<file path="src/rtl/mv_display_pkg.sv">
// Shared types and glyph table for the mat_vec_mult result display.
// Build option: RESULT_HEX_EN selects hex digits instead of decimal tens/ones.
package mv_display_pkg;

  localparam int COUNT_W = 24;

  typedef enum logic [1:0] {
    IDLE,
    TENS,
    ONES,
    BLANK
  } state_e;

  localparam logic [6:0] SEG_BLANK = 7'h00;

  localparam logic [6:0] GLYPH_0 = 7'h3F;
  localparam logic [6:0] GLYPH_1 = 7'h06;
  localparam logic [6:0] GLYPH_2 = 7'h5B;
  localparam logic [6:0] GLYPH_3 = 7'h4F;
  localparam logic [6:0] GLYPH_4 = 7'h66;
  localparam logic [6:0] GLYPH_5 = 7'h6D;
  localparam logic [6:0] GLYPH_6 = 7'h7D;
  localparam logic [6:0] GLYPH_7 = 7'h07;
  localparam logic [6:0] GLYPH_8 = 7'h7F;
  localparam logic [6:0] GLYPH_9 = 7'h6F;
  localparam logic [6:0] GLYPH_A = 7'h77;
  localparam logic [6:0] GLYPH_B = 7'h7C;
  localparam logic [6:0] GLYPH_C = 7'h39;
  localparam logic [6:0] GLYPH_D = 7'h5E;
  localparam logic [6:0] GLYPH_E = 7'h79;
  localparam logic [6:0] GLYPH_F = 7'h71;

  typedef struct packed {
    logic [3:0] hi;
    logic [3:0] lo;
  } digits_t;

  function automatic digits_t split_digits(input logic [5:0] r);
    digits_t    d;
    logic [5:0] q;
    logic [5:0] m;
`ifdef RESULT_HEX_EN
    q = {4'd0, r[5:4]};
    m = {2'd0, r[3:0]};
`else
    q = r / 6'd10;
    m = r % 6'd10;
`endif
    d.hi = q[3:0];
    d.lo = m[3:0];
    return d;
  endfunction

endpackage

</file>
<file path="src/rtl/seg7_encoder.sv">
// Combinational 4-bit digit to active-high 7-segment glyph (bit0=a .. bit6=g).
// Build option: RESULT_HEX_EN (glyphs A..F only reachable in that build).
module seg7_encoder
  import mv_display_pkg::*;
(
  input  logic [3:0] digit_i,
  output logic [6:0] seg_o
);

  always_comb begin
    seg_o = SEG_BLANK;
    unique case (digit_i)
      4'h0: seg_o = GLYPH_0;
      4'h1: seg_o = GLYPH_1;
      4'h2: seg_o = GLYPH_2;
      4'h3: seg_o = GLYPH_3;
      4'h4: seg_o = GLYPH_4;
      4'h5: seg_o = GLYPH_5;
      4'h6: seg_o = GLYPH_6;
      4'h7: seg_o = GLYPH_7;
      4'h8: seg_o = GLYPH_8;
      4'h9: seg_o = GLYPH_9;
      4'hA: seg_o = GLYPH_A;
      4'hB: seg_o = GLYPH_B;
      4'hC: seg_o = GLYPH_C;
      4'hD: seg_o = GLYPH_D;
      4'hE: seg_o = GLYPH_E;
      4'hF: seg_o = GLYPH_F;
    endcase
  end

endmodule

</file>
<file path="src/rtl/mv_result_display.sv">
// Shows a 6-bit mat_vec_mult result as tens, ones, blank on one 7-seg digit.
// Build option: RESULT_HEX_EN shows result[5:4] and result[3:0] as hex.
module mv_result_display
  import mv_display_pkg::*;
#(
  parameter logic [COUNT_W-1:0] MAX_COUNT = 24'd10_000_000
) (
  input  logic       clk,
  input  logic       rst,
  input  logic [5:0] result_i,
  input  logic       result_valid_i,
  output logic       result_ready_o,
  output logic [6:0] seg_o,
  output logic       dp_o,
  output logic       busy_o
);

  localparam logic [COUNT_W-1:0] LAST = MAX_COUNT - 1'b1;

  state_e             state_q, state_d;
  logic [COUNT_W-1:0] count_q, count_d;
  logic [3:0]         hi_q, hi_d;
  logic [3:0]         lo_q, lo_d;
  logic [6:0]         seg_q, seg_d;
  logic               dp_q, dp_d;
  logic               ready_q, ready_d;
  logic               busy_q, busy_d;

  logic               accept;
  logic               term;
  logic [3:0]         digit_sel;
  logic [6:0]         glyph;
  digits_t            cap;

  assign accept = result_valid_i & ready_q;
  assign term   = (count_q == LAST);
  assign cap    = split_digits(result_i);

  always_comb begin
    state_d = state_q;
    count_d = count_q;
    hi_d    = hi_q;
    lo_d    = lo_q;
    if (accept) begin
      state_d = TENS;
      count_d = '0;
      hi_d    = cap.hi;
      lo_d    = cap.lo;
    end else begin
      unique case (state_q)
        IDLE: count_d = '0;
        TENS: begin
          state_d = term ? ONES : TENS;
          count_d = term ? '0 : count_q + 1'b1;
        end
        ONES: begin
          state_d = term ? BLANK : ONES;
          count_d = term ? '0 : count_q + 1'b1;
        end
        BLANK: begin
          state_d = term ? TENS : BLANK;
          count_d = term ? '0 : count_q + 1'b1;
        end
      endcase
    end
  end

  // Outputs are decoded from the next state so the glyph lands with it.
  assign digit_sel = (state_d == ONES) ? lo_d : hi_d;

  seg7_encoder u_enc (
    .digit_i (digit_sel),
    .seg_o   (glyph)
  );

  always_comb begin
    seg_d   = SEG_BLANK;
    dp_d    = 1'b0;
    ready_d = 1'b0;
    busy_d  = (state_d != IDLE);
    unique case (1'b1)
      (state_d == TENS): begin
        seg_d = glyph;
        dp_d  = 1'b1;
      end
      (state_d == ONES):  seg_d   = glyph;
      (state_d == BLANK): ready_d = 1'b1;
      (state_d == IDLE):  ready_d = 1'b1;
    endcase
  end

  always_ff @(posedge clk) begin
    if (rst) begin
      state_q <= IDLE;
      count_q <= '0;
      hi_q    <= '0;
      lo_q    <= '0;
      seg_q   <= SEG_BLANK;
      dp_q    <= 1'b0;
      ready_q <= 1'b1;
      busy_q  <= 1'b0;
    end else begin
      state_q <= state_d;
      count_q <= count_d;
      hi_q    <= hi_d;
      lo_q    <= lo_d;
      seg_q   <= seg_d;
      dp_q    <= dp_d;
      ready_q <= ready_d;
      busy_q  <= busy_d;
    end
  end

  assign seg_o          = seg_q;
  assign dp_o           = dp_q;
  assign result_ready_o = ready_q;
  assign busy_o         = busy_q;

endmodule

</file>
<file path="config.mk">
export PLATFORM = sky130hd
export DESIGN_NAME = mv_result_display
export DESIGN_NICKNAME = d
export VERILOG_FILES = /design/src/rtl/mv_display_pkg.sv /design/src/rtl/seg7_encoder.sv /design/src/rtl/mv_result_display.sv
export SDC_FILE = /design/constraint.sdc
export NUM_CORES = 1
export LEC_CHECK = 0
export ABC_AREA = 1
export CAP_MARGIN = 20
export CORE_ASPECT_RATIO = 0.8
export CORE_UTILIZATION = 56
export CTS_CLUSTER_DIAMETER = 100
export CTS_CLUSTER_SIZE = 12
export DETAILED_ROUTE_END_ITERATION = 16
export PLACE_DENSITY = 0.77
export SKIP_CTS_REPAIR_TIMING = 1
export SLEW_MARGIN = 20
export SYNTH_ARGS = -nofsm -noshare
export SYNTH_HDL_FRONTEND = slang
export SYNTH_SLANG_ARGS = --single-unit
</file>
<file path="constraint.sdc">
create_clock -name clk -period 3.78 [get_ports clk]
set_clock_uncertainty 0.1 [all_clocks]
set_input_delay 0.756 -clock clk [delete_from_list [all_inputs] [get_ports clk]]
set_output_delay 0.756 -clock clk [all_outputs]
set_load 0.05 [all_outputs]
</file>
==> impl_metrics.env <==
export IMPL_run_status="finished, final reports clean"
export IMPL_synth_flop_cell="dfxtp_1"
export IMPL_fin_nets=380
export IMPL_drt_total_wl_mm=4.667
export IMPL_synthSimpleGateAreaFrac_pct=37.23
export IMPL_post_synth_xor_area_fraction_pct=1.111
export IMPL_worstPathMaxFanout=5
export IMPL_placeableCoreArea_um2=3929
export IMPL_clk_path_buf_depth=2
export IMPL_cp_data_required_time_ns=3.86
export IMPL_fin_setup_tns_ns=0
export IMPL_timing_final_crit_share_pct=89.59
export IMPL_worst_hold_path_type="flop to flop"
export IMPL_cts_root_buf="clkbuf_8"
export IMPL_ys_async_sr_fraction_pct=0
export IMPL_ys_seq_area_share_pct=37.23
export IMPL_drive_gt1_share_pct=11.70
export IMPL_ant_cells=0
export IMPL_grt_util_all_layers_pct=22.80
export IMPL_design_die_area_um2=4491
export IMPL_post_route_util_pct=69.24
export IMPL_grt_pass1_wl_mm=7.838
export IMPL_yosysUniqueCellTypes=34
export IMPL_fmaxAchievable_mhz=295.3
export IMPL_reported_leakage_power_nw=1.135
export IMPL_post_synth_top_count_cell="nand2_1"
export IMPL_unrepaired_setup_endpoints_after_global_routing="false"
export IMPL_synth_warn=0
export IMPL_synth_area_mux_share_pct=0
export IMPL_netlist_top_cell_by_area="dfxtp_1"
export IMPL_grt_remaining_overflow=0
export IMPL_synth_fp_nets=354
export IMPL_post_dp_hpwl_mm=3.484
export IMPL_die_h_um=60.14
export IMPL_globalplace_congestion=0.9026
export IMPL_initial_core_utilization_pct=60.22
export IMPL_critPathCaptureType="flop"
export IMPL_cts_buffers=5
export IMPL_buffer_ports_inserted=18
export IMPL_via_count=2151
export IMPL_avgViaCountPerCell=5.196
export IMPL_start_kind="flop"
export IMPL_slew_headroom_pct=66.07
export IMPL_synth_area_top_cells="dfxtp_1 37%, nand2_1 9.2%, inv_1 7.3%"
export IMPL_timing_hold_violations_final=0
export IMPL_power_ir_vdd_worst_uv=214.2
export IMPL_antenna_violations_before_repair=0
export IMPL_detail_route_iter0_violations=133
export IMPL_fin_crit_ns=3.387
export IMPL_slew_viol_final=0
export IMPL_synth_largest_type_area_fraction_pct=37.23
export IMPL_route_detailed_wl_per_inst_um=11.27
export IMPL_ys_top_cells_by_count="58 x nand2_1, 46 x inv_1, 44 x dfxtp_1"
export IMPL_fraction_of_the_mapped_netlist_area_in_compound_gates_pct=9.466
export IMPL_main_combinational_cell_family_by_area_after_synthesis="simple AND/OR/NAND/NOR gates"
export IMPL_drt_pass1_iter_count=4
export IMPL_overall_die_width_um=74.67
export IMPL_cts_sinks=44
export IMPL_postSynthCellCount=333
export IMPL_report_final_setup_viol=0
export IMPL_via_count_of_the_first_global_routing_pass=1898
export IMPL_floorplan_rows=20
export IMPL_floorplan_io_pins=19
export IMPL_drt_antenna_violating_nets=0
export IMPL_htreeDepth=2
export IMPL_post_synth_cell_area_avg_um2=7.105
export IMPL_synth_edff_count=0
export IMPL_clk_pin_slew_ns=0.08
export IMPL_worstPathArrival_ns=3.47
export IMPL_maximum_number_of_pins_on_one_net_before_global_route_repair=15
export IMPL_tritoncts_clock_tree="built"
export IMPL_tightestPinTransition_ns=0.5074
export IMPL_yosys_area_share_adder_pct=6.346
export IMPL_detail_route_drc_violations=0
export IMPL_flow_area_growth_from_synthesis_pct=14.97
export IMPL_mappedNetlistArea_um2=2366
export IMPL_timing_worst_setup_path_type="flop to flop"
export IMPL_clk_insertion_delay_late_ns=0.29
export IMPL_maxCapViolations=0
export IMPL_power_density_cell_area_nw_per_um2=365.1
export IMPL_total_of_flip_flops_plus_latches_after_synthesis=44
==> worst max-delay path: stages (launching register included) <==
cell and delay [ns]:
dfxtp_1 0.36, ha_1 0.18, nand2_1 0.06, inv_1 0.07, nand2_1 0.06, nor2_1 0.19
nand2_1 0.13, nor3_1 0.16, nand2_1 0.09, inv_1 0.12, nor2_1 0.07, a211oi_2 0.25
ha_1 0.21, inv_1 0.08, or2_2 0.29, o21ai_0 0.08, buf_4 0.17, inv_1 0.09
ha_1 0.21, nand3b_1 0.15, nand3_1 0.09, a21oi_1 0.07
==> registers in the layout, summed over array words and instances, names as in the netlist <==
name,flops
count_q,24
dp_o,1
seg_o,7
result_ready_o,1
lo_q,4
busy_o,1
state_q,2
hi_q,4
==> layout by cell type, fill, tap and decap left out, types with 2 or more instances in the layout <==
cell type and instances:
nand2_1 58, inv_1 46, dfxtp_1 44, nor2_1 41, nand3_1 28, a21oi_1 20, clkdlybuf4s50_1 18, o21ai_0 15
nor3_1 14, ha_1 12, nand2_2 11, nand4_1 6, clkbuf_8 5, buf_4 5, nand3_2 3, nand2_4 3
or2_2 3, nor3b_1 3, clkinv_2 2, nor4_1 2, nand3b_1 2, o21ai_2 2, and3_1 2, xor2_1 2
==> path summary, 6_finish.rpt <==
path,from,end,slack [ns],depth (start not counted)
min,count_q[22],count_q[22],0.35,1
max,count_q[0],seg_o[4],0.39,21
max reg2reg,count_q[0],seg_o[4],0.39,21
min reg2reg,count_q[22],count_q[22],0.35,1
==> final cells by class <==
class / instances / area (um2)
Clock inverter: 2 / 12.51
Tap cell: 55 / 68.82
Sequential cell: 44 / 880.8
Timing Repair Buffer: 23 / 217.7
Fill cell: 366 / 1209
Multi-Input combinational cell: 236 / 1286
Inverter: 49 / 185.2
Clock buffer: 5 / 68.82
==> layer usage <==
metal / vias up / global-route usage [%] / wire length [um]
li1: 1128 / - / -
met1: 968 / 31.02 / 2379
met2: 51 / 36.16 / 2001
met3: 4 / 4.890 / 250
met4: 0 / 7.008 / 36
met5: - / 0 / 0
==> logic make-up after synthesis <==
kind of cell | after synthesis
flip-flops | 44
buffers and inverters | 53
adder cells (fa/ha/maj) | 12
AO/OA/AOI/OAI | 41
XOR/XNOR | 3
AND/OR/NAND/NOR | 180
==> where the power goes <==
part | switching, mW | internal (mW) | total, mW | leakage [nW]
logic | 0.144 | 0.0797 | 0.223 | 0.736
registers | 0.00543 | 0.483 | 0.488 | 0.359
clock network | 0.156 | 0.125 | 0.281 | 0.0400
==> per-stage QoR <==
step	setup slack (ns)	instance area [um2]	total power [mW]	hold WS, ns	instances
floorplan	0.4736	2366	0.6589	0.3132	333
global placement	0.4036	2634	0.7183	0.3251	407
detailed placement	0.3034	2634	0.7205	0.3374	407
CTS	0.2453	2715	1.001	0.3509	414
global route	0.04235	2720	1.046	0.3604	414
finish	0.3934	2720	0.9932	0.3475	414
(Power assumes the default switching activity.)
